==> config.mk <==
export PLATFORM = sky130hd
export DESIGN_NAME = uart_tx_periph_flat
export DESIGN_NICKNAME = d
export VERILOG_FILES = /design/src/rtl/uart_tx_periph_if.sv /design/src/rtl/uart_tx_periph.sv /design/src/flat_wrapper.sv
export SDC_FILE = /design/constraint.sdc
export NUM_CORES = 1
export LEC_CHECK = 0
export BUFFER_PORTS_ARGS = -buffer_cell sky130_fd_sc_hd__buf_2
export CORE_MARGIN = 10
export CORE_UTILIZATION = 30
export DETAILED_ROUTE_END_ITERATION = 7
export PLACE_DENSITY_LB_ADDON = 0.1
export SYNTH_ARGS = -nofsm -noshare
export SYNTH_HDL_FRONTEND = slang
export SYNTH_SLANG_ARGS = --single-unit
==> constraint.sdc <==
create_clock -name clk -period 2.9 [get_ports clk]
set_clock_uncertainty 0.05 [all_clocks]
set_input_delay 0.29 -clock clk [delete_from_list [all_inputs] [get_ports clk]]
set_output_delay 0.29 -clock clk [all_outputs]
set_load 0.05 [all_outputs]
==> src/rtl/uart_tx_periph_if.sv <==
// Register bus between the address decoder and the UART transmitter.
// The CPU side drives strobes, address and write data.
// The peripheral side returns combinational read data.
interface uart_tx_periph_if;
    logic        wen;
    logic        ren;
    logic [3:0]  addr;
    logic [31:0] wdata;
    logic [31:0] rdata;

    modport master (output wen, output ren, output addr, output wdata, input rdata);
    modport slave  (input wen, input ren, input addr, input wdata, output rdata);
endinterface

==> src/rtl/uart_tx_periph.sv <==
// Memory-mapped UART transmitter: byte FIFO, runtime baud divisor, 8N1 serialiser.
// Register map: 0x0 DATA (push), 0x4 STATUS, 0x8 DIVISOR, 0xC reserved.
module uart_tx_periph #(
    parameter int CLKS_PER_BIT = 16,
    parameter int FIFO_DEPTH   = 4
) (
    input  logic             clk,
    input  logic             reset,
    uart_tx_periph_if.slave  bus,
    output logic             tx
);
    localparam int PW = $clog2(FIFO_DEPTH);
    localparam int CW = PW + 1;

    typedef enum logic [1:0] {IDLE, START, DATA, STOP} state_t;

    // FIFO storage and bookkeeping
    logic [7:0]    mem [FIFO_DEPTH];
    logic [PW-1:0] wr_ptr_q, rd_ptr_q;
    logic [CW-1:0] count_q, count_d;
    logic          ovf_q, ovf_d;
    logic [15:0]   divisor_q;

    // Serialiser
    state_t        state_q;
    logic [15:0]   cnt_q;
    logic [2:0]    bit_idx_q;
    logic [7:0]    shift_q;
    logic          tx_q;

    logic [1:0]    sel;
    logic          wr_data, wr_status, wr_div;
    logic          full, empty, pop, push_ok, drop;
    logic [31:0]   rdata_c;
    logic          unused_bits;

    assign sel       = bus.addr[3:2];
    assign wr_data   = bus.wen && !reset && (sel == 2'd0);
    assign wr_status = bus.wen && !reset && (sel == 2'd1);
    assign wr_div    = bus.wen && !reset && (sel == 2'd2);

    assign full    = (count_q == CW'(FIFO_DEPTH));
    assign empty   = (count_q == '0);
    // The head leaves the FIFO only on the single IDLE cycle between frames.
    assign pop     = (state_q == IDLE) && !empty;
    // A push onto a full FIFO is fine when the head leaves on the same edge.
    assign push_ok = wr_data && (!full || pop);
    assign drop    = wr_data && full && !pop;

    // Read strobe, ignored address bits and upper write bits carry no function.
    assign unused_bits = ^{bus.ren, bus.addr[1:0], bus.wdata[31:16]};

    // Next FIFO occupancy and sticky overflow (a drop beats a clear)
    always_comb begin
        count_d = count_q;
        case ({push_ok, pop})
            2'b10:   count_d = count_q + CW'(1);
            2'b01:   count_d = count_q - CW'(1);
            default: count_d = count_q;
        endcase
        ovf_d = ovf_q;
        if (wr_status) ovf_d = 1'b0;
        if (drop)      ovf_d = 1'b1;
    end

    // FIFO storage write; no reset so it maps onto RAM
    always_ff @(posedge clk) begin
        if (push_ok) mem[wr_ptr_q] <= bus.wdata[7:0];
    end

    // FIFO pointers, count, overflow flag and divisor register
    always_ff @(posedge clk) begin
        if (reset) begin
            wr_ptr_q  <= '0;
            rd_ptr_q  <= '0;
            count_q   <= '0;
            ovf_q     <= 1'b0;
            divisor_q <= 16'(CLKS_PER_BIT);
        end else begin
            if (push_ok) wr_ptr_q <= wr_ptr_q + PW'(1);
            if (pop)     rd_ptr_q <= rd_ptr_q + PW'(1);
            count_q <= count_d;
            ovf_q   <= ovf_d;
            if (wr_div) divisor_q <= (bus.wdata[15:0] < 16'd4) ? 16'd4 : bus.wdata[15:0];
        end
    end

    // Frame sequencer; divisor is sampled only when a bit period is loaded
    always_ff @(posedge clk) begin
        if (reset) begin
            state_q   <= IDLE;
            tx_q      <= 1'b1;
            cnt_q     <= '0;
            bit_idx_q <= '0;
            shift_q   <= '0;
        end else begin
            case (state_q)
                IDLE: begin
                    tx_q <= 1'b1;
                    if (pop) begin
                        shift_q <= mem[rd_ptr_q];
                        cnt_q   <= divisor_q - 16'd1;
                        tx_q    <= 1'b0;
                        state_q <= START;
                    end
                end
                START: begin
                    if (cnt_q == 16'd0) begin
                        state_q   <= DATA;
                        bit_idx_q <= 3'd0;
                        cnt_q     <= divisor_q - 16'd1;
                        tx_q      <= shift_q[0];
                    end else begin
                        cnt_q <= cnt_q - 16'd1;
                    end
                end
                DATA: begin
                    if (cnt_q == 16'd0) begin
                        cnt_q <= divisor_q - 16'd1;
                        if (bit_idx_q == 3'd7) begin
                            state_q <= STOP;
                            tx_q    <= 1'b1;
                        end else begin
                            shift_q   <= shift_q >> 1;
                            tx_q      <= shift_q[1];
                            bit_idx_q <= bit_idx_q + 3'd1;
                        end
                    end else begin
                        cnt_q <= cnt_q - 16'd1;
                    end
                end
                STOP: begin
                    tx_q <= 1'b1;
                    if (cnt_q == 16'd0) state_q <= IDLE;
                    else                cnt_q   <= cnt_q - 16'd1;
                end
                default: begin
                    state_q <= IDLE;
                    tx_q    <= 1'b1;
                end
            endcase
        end
    end

    // Zero-latency register read mux
    always_comb begin
        rdata_c = '0;
        case (sel)
            2'd1: begin
                rdata_c[0]       = (state_q != IDLE);
                rdata_c[1]       = full;
                rdata_c[2]       = empty;
                rdata_c[3]       = ovf_q;
                rdata_c[4 +: CW] = count_q;
            end
            2'd2:    rdata_c[15:0] = divisor_q;
            default: rdata_c = '0;
        endcase
    end

    assign bus.rdata = rdata_c;
    assign tx        = tx_q;
endmodule

==> src/flat_wrapper.sv <==
// flat-port wrapper written by rule: the top's interface ports become plain ports
module uart_tx_periph_flat 
#(
    parameter int CLKS_PER_BIT = 16,
    parameter int FIFO_DEPTH   = 4
)
  (clk, reset, tx, bus_wen, bus_ren, bus_addr, bus_wdata, bus_rdata);
  uart_tx_periph_if bus_i ();
  input  logic clk;
  input  logic reset;
  output logic tx;
  input wire logic [$bits(bus_i.wen)-1:0] bus_wen;
  input wire logic [$bits(bus_i.ren)-1:0] bus_ren;
  input wire logic [$bits(bus_i.addr)-1:0] bus_addr;
  input wire logic [$bits(bus_i.wdata)-1:0] bus_wdata;
  output wire logic [$bits(bus_i.rdata)-1:0] bus_rdata;
  assign bus_i.wen = bus_wen;
  assign bus_i.ren = bus_ren;
  assign bus_i.addr = bus_addr;
  assign bus_i.wdata = bus_wdata;
  assign bus_rdata = bus_i.rdata;
  uart_tx_periph #(.CLKS_PER_BIT(CLKS_PER_BIT), .FIFO_DEPTH(FIFO_DEPTH)) u_core (.clk(clk), .reset(reset), .bus(bus_i), .tx(tx));
endmodule
==> metrics.log <==
[metrics] IO Count: 73
[metrics] area delta synth->final: 14.64%
[metrics] warning count from the yosys run: 0
[metrics] final hold viol count: 0
[metrics] die width: 144.8 µm
[metrics] sequential share of the synthesized area: 44.54%
[metrics] shortest clock period the worst path allows after layout: 2.619 ns
[metrics] antenna violations before repair: 0
[metrics] via count of the first global-routing pass: 3,544
[metrics] part of the cycle the worst path needs: 90.32%
[metrics] final weighted congestion in routability-driven placement: 0.8377
[metrics] total length of routed wires: 12.23 mm
[metrics] number of nets in the layout: 572
[metrics] hold buffers post-CTS: 0
[metrics] cells traversed along the worst timing path: inv_1 -> ha_1 -> nor2b_1 -> ha_1 -> inv_1 -> fa_1 -> xor2_1 -> or3_1 -> a21oi_1
[metrics] area of the core region: 15,260 µm²
[metrics] largest voltage drop on the vdd net: 352.3 µV
[metrics] Reg clk slew, reported paths: 0.07 ns
[metrics] buffers added on ports: 37
[metrics] post-detailed-route wirelength per cell: 16.73 µm
[metrics] maximum buffer depth of the clock tree: 2
[metrics] max-slew violation total from the final report: 0
[metrics] CTS tree: done
[metrics] CTS H-Tree Depth: 3
[metrics] half-perimeter wire length after detailed placement: 9.203 mm
[metrics] TritonCTS Buffers: 9
[metrics] slowest library cell on the worst path: sky130_fd_sc_hd__nor2b_1
[metrics] setup repair after global routing missed its margin: no
[metrics] area fraction of the dominant cell type after synthesis: 23.98%
[metrics] die extent in y: 144.8 µm
[metrics] Synth Register Bits: 88
[metrics] die area: 20,970 µm²
[metrics] endpoint type of the worst setup path: flip-flop
[metrics] Slew Limit Headroom: 56.88%
[metrics] final core area utilization: 35.12%
[metrics] ranking of synthesized cells by area: sky130_fd_sc_hd__dfxtp_1 24%, sky130_fd_sc_hd__edfxtp_1 21%, sky130_fd_sc_hd__ha_1 4.6%, sky130_fd_sc_hd__nand2_1 4.4%, sky130_fd_sc_hd__mux4_2 3.9%
[metrics] slew at the pin closest to its max-slew limit: 0.6418 ns
[metrics] maximum number of pins on one net before global-route repair: 39
[metrics] Main synth FF type: sky130_fd_sc_hd__dfxtp_1
[metrics] Static Leakage: 2.044 nW
[metrics] WP data arrival: 2.85 ns
[metrics] Clock Sink Count: 88
[metrics] number of detailed-route iterations in the first pass: 4
[metrics] Layout Cells excl Fill: 731
[metrics] setup_tns: 0 ns
[metrics] f_max: 381.8 MHz
[metrics] kind of launch point of the worst setup path: flip-flop
[metrics] leftover overflow at the end of global routing: 0
[metrics] instance area at placement: 5054 µm²
[metrics] # Post-CTS Setup Buffers: 0
[metrics] worst hold slack across all endpoints: 0.09885 ns
[metrics] number of antenna-violating nets in the routed design: 0
[metrics] Critical Setup Path Class: reg -> reg
[metrics] buffer type at the clock tree root: sky130_fd_sc_hd__clkbuf_16
[metrics] final instance area: 5359 µm²
[metrics] global-route wire length before repair: 19.27 mm
[metrics] insertion delay of the later-clocked pin in the worst-skew pair: 0.34 ns
[metrics] Post-Synthesis Cell Area: 4674 µm²
[metrics] outcome: finished, final reports clean
[metrics] number of max-cap violations: 0
[metrics] initial core utilization: 30.64%
[metrics] routed vias: 3,595
[metrics] initial DRC count: 288
[metrics] fraction of registers with async set or reset after synthesis: 0%
[metrics] number of different library cells in the post-synthesis netlist: 68
[metrics] setup slack at placement: 0.2687 ns
[metrics] Finish-stage setup viols: 0
[metrics] number of vias per cell after detailed routing: 4.918
[metrics] Power per Cell Area: 980.1 nW/µm²
[metrics] Yosys top cell by area: sky130_fd_sc_hd__dfxtp_1
[metrics] Worst Slack Setup Final: 0.2808 ns
[metrics] count of flip-flops with a built-in enable after synthesis: 32
[metrics] cell count after synthesis: 475
[metrics] overall fraction of global-route tracks in use: 11.95%
[metrics] DRC viols: 0
[metrics] synthesized area divided by synthesized cell count: 9.841 µm²
[metrics] path category of the worst min-delay check: in -> reg
[metrics] Worst Path Max Fanout: 6
[metrics] Inst Count DP: 714
[metrics] row count: 45
[metrics] layout cell share with drive strength beyond 1: 18.30%
[metrics] total power consumption of the routed design: 5.252 mW
[metrics] critical path required time: 3.13 ns
[metrics] cells resized by post-CTS repair: 0
[metrics] longest individual stage delay on the worst path: 0.42 ns
## critical path, delay by kind of cell (launching register included)
family	cells	cell delay, ns
and+or+nand+nor	2	0.73
buffers and inverters	2	0.19
xor gates and xnor gates	1	0.16
DFF	1	0.33
adders and majority gates	3	0.95
AOI/OAI and AO/OA	1	0.14
## cells in the mapped netlist, drive strengths merged (12+ instances only)
cell     n
o21ai   15
dfxtp   56
clkbuf  12
nor2    46
nand2   55
inv     19
buf     26
ha      17
a21oi   25
and2    17
edfxtp  32
nand3   14
## sequential cells by signal, indices dropped and copies added, names as in the netlist, named ones only
signal and cells:
u_core.rd_ptr_q 2, u_core.mem 32, u_core.bit_idx_q 3, u_core.cnt_q 16
u_core.divisor_q 16, u_core.wr_ptr_q 2, u_core.state_q 2, u_core.count_q 3
u_core.tx 1, u_core.ovf_q 1, u_core.shift_q 8
## report_power, final
part           leakage (nW)  internal, mW  switching [mW]
logic                  1.15         0.875            1.59
registers             0.745          1.44           0.159
clock network         0.148         0.676           0.515
total                  2.04          2.99            2.26
## routing by layer
| layer | GRT usage [%] | part of all wire, % | vias up | routed length, µm |
|---|---|---|---|---|
| met4 | 3.351 | 0.97 | 0 | 119 |
| met2 | 17.90 | 44 | 84 | 5365 |
| met3 | 3.162 | 5.4 | 10 | 661 |
| li1 | - | - | 1762 | - |
| met1 | 16.51 | 50 | 1739 | 6084 |
| met5 | 0 | 0 | - | 0 |
## kinds of logic (layout without fill, tap and decap cells)
| group | after synthesis | in the layout | share of synthesized area (%) |
|---|---|---|---|
| AO/OA/AOI/OAI | 94 | 94 | 14.88 |
| multiplexers | 17 | 17 | 5.782 |
| adder cells (fa/ha/maj) | 18 | 18 | 4.979 |
| flip-flops | 88 | 88 | 44.54 |
| buffers and inverters | 57 | 86 | 6.477 |
| AND/OR/NAND/NOR | 183 | 183 | 20.08 |
| XOR/XNOR | 17 | 17 | 3.185 |
| other | 1 | 17 | 0.08022 |
## layout make-up
cell class | instances | area (µm²)
inverters | 19 | 71.32
flip-flops and latches | 88 | 2082
multi-input cells | 345 | 2346
clock inverters | 7 | 77.57
clock buffers | 9 | 225.2
diodes | 1 | 2.502
fillers | 1592 | 9899
well taps | 211 | 264.0
repair buffers | 51 | 290.3
## layout by cell type (no fill, tap or decap), drive strengths merged, types with 2 or more instances in the layout
master and n:
a211oi 10, a21oi 25, a222oi 3, a22o 2, a22oi 9, a31oi 3
a32o 4, a32oi 3, and2 17, buf 51, clkbuf 9, clkinv 4
conb 16, dfxtp 56, edfxtp 32, ha 17, inv 21, mux2i 9
mux4 8, nand2 55, nand2b 4, nand3 14, nand3b 2, nand4 4
nor2 46, nor2b 11, nor3 7, nor3b 3, nor4 11, o211ai 3
o21ai 15, o22ai 2, o2bb2ai 2, o311ai 2, o32ai 2, or3 5
or4 2, xnor2 7, xor2 10
## path summary, 6_finish.rpt
check,start,endpoint,slack [ns],depth (start not counted)
worst max-delay path,u_core.state_q[1]$_SDFFE_PP0P_,u_core.count_q[2]$_SDFFE_PP0P_,0.28,9
worst min register to register,u_core.bit_idx_q[1]$_SDFFE_PP0P_,u_core.bit_idx_q[1]$_SDFFE_PP0P_,0.42,2
worst max register to register,u_core.state_q[1]$_SDFFE_PP0P_,u_core.count_q[2]$_SDFFE_PP0P_,0.28,9
worst min-delay path,bus_wdata[12],u_core.divisor_q[12]$_SDFFE_PP0P_,0.1,3
Power figures use the tool's default switching activity.
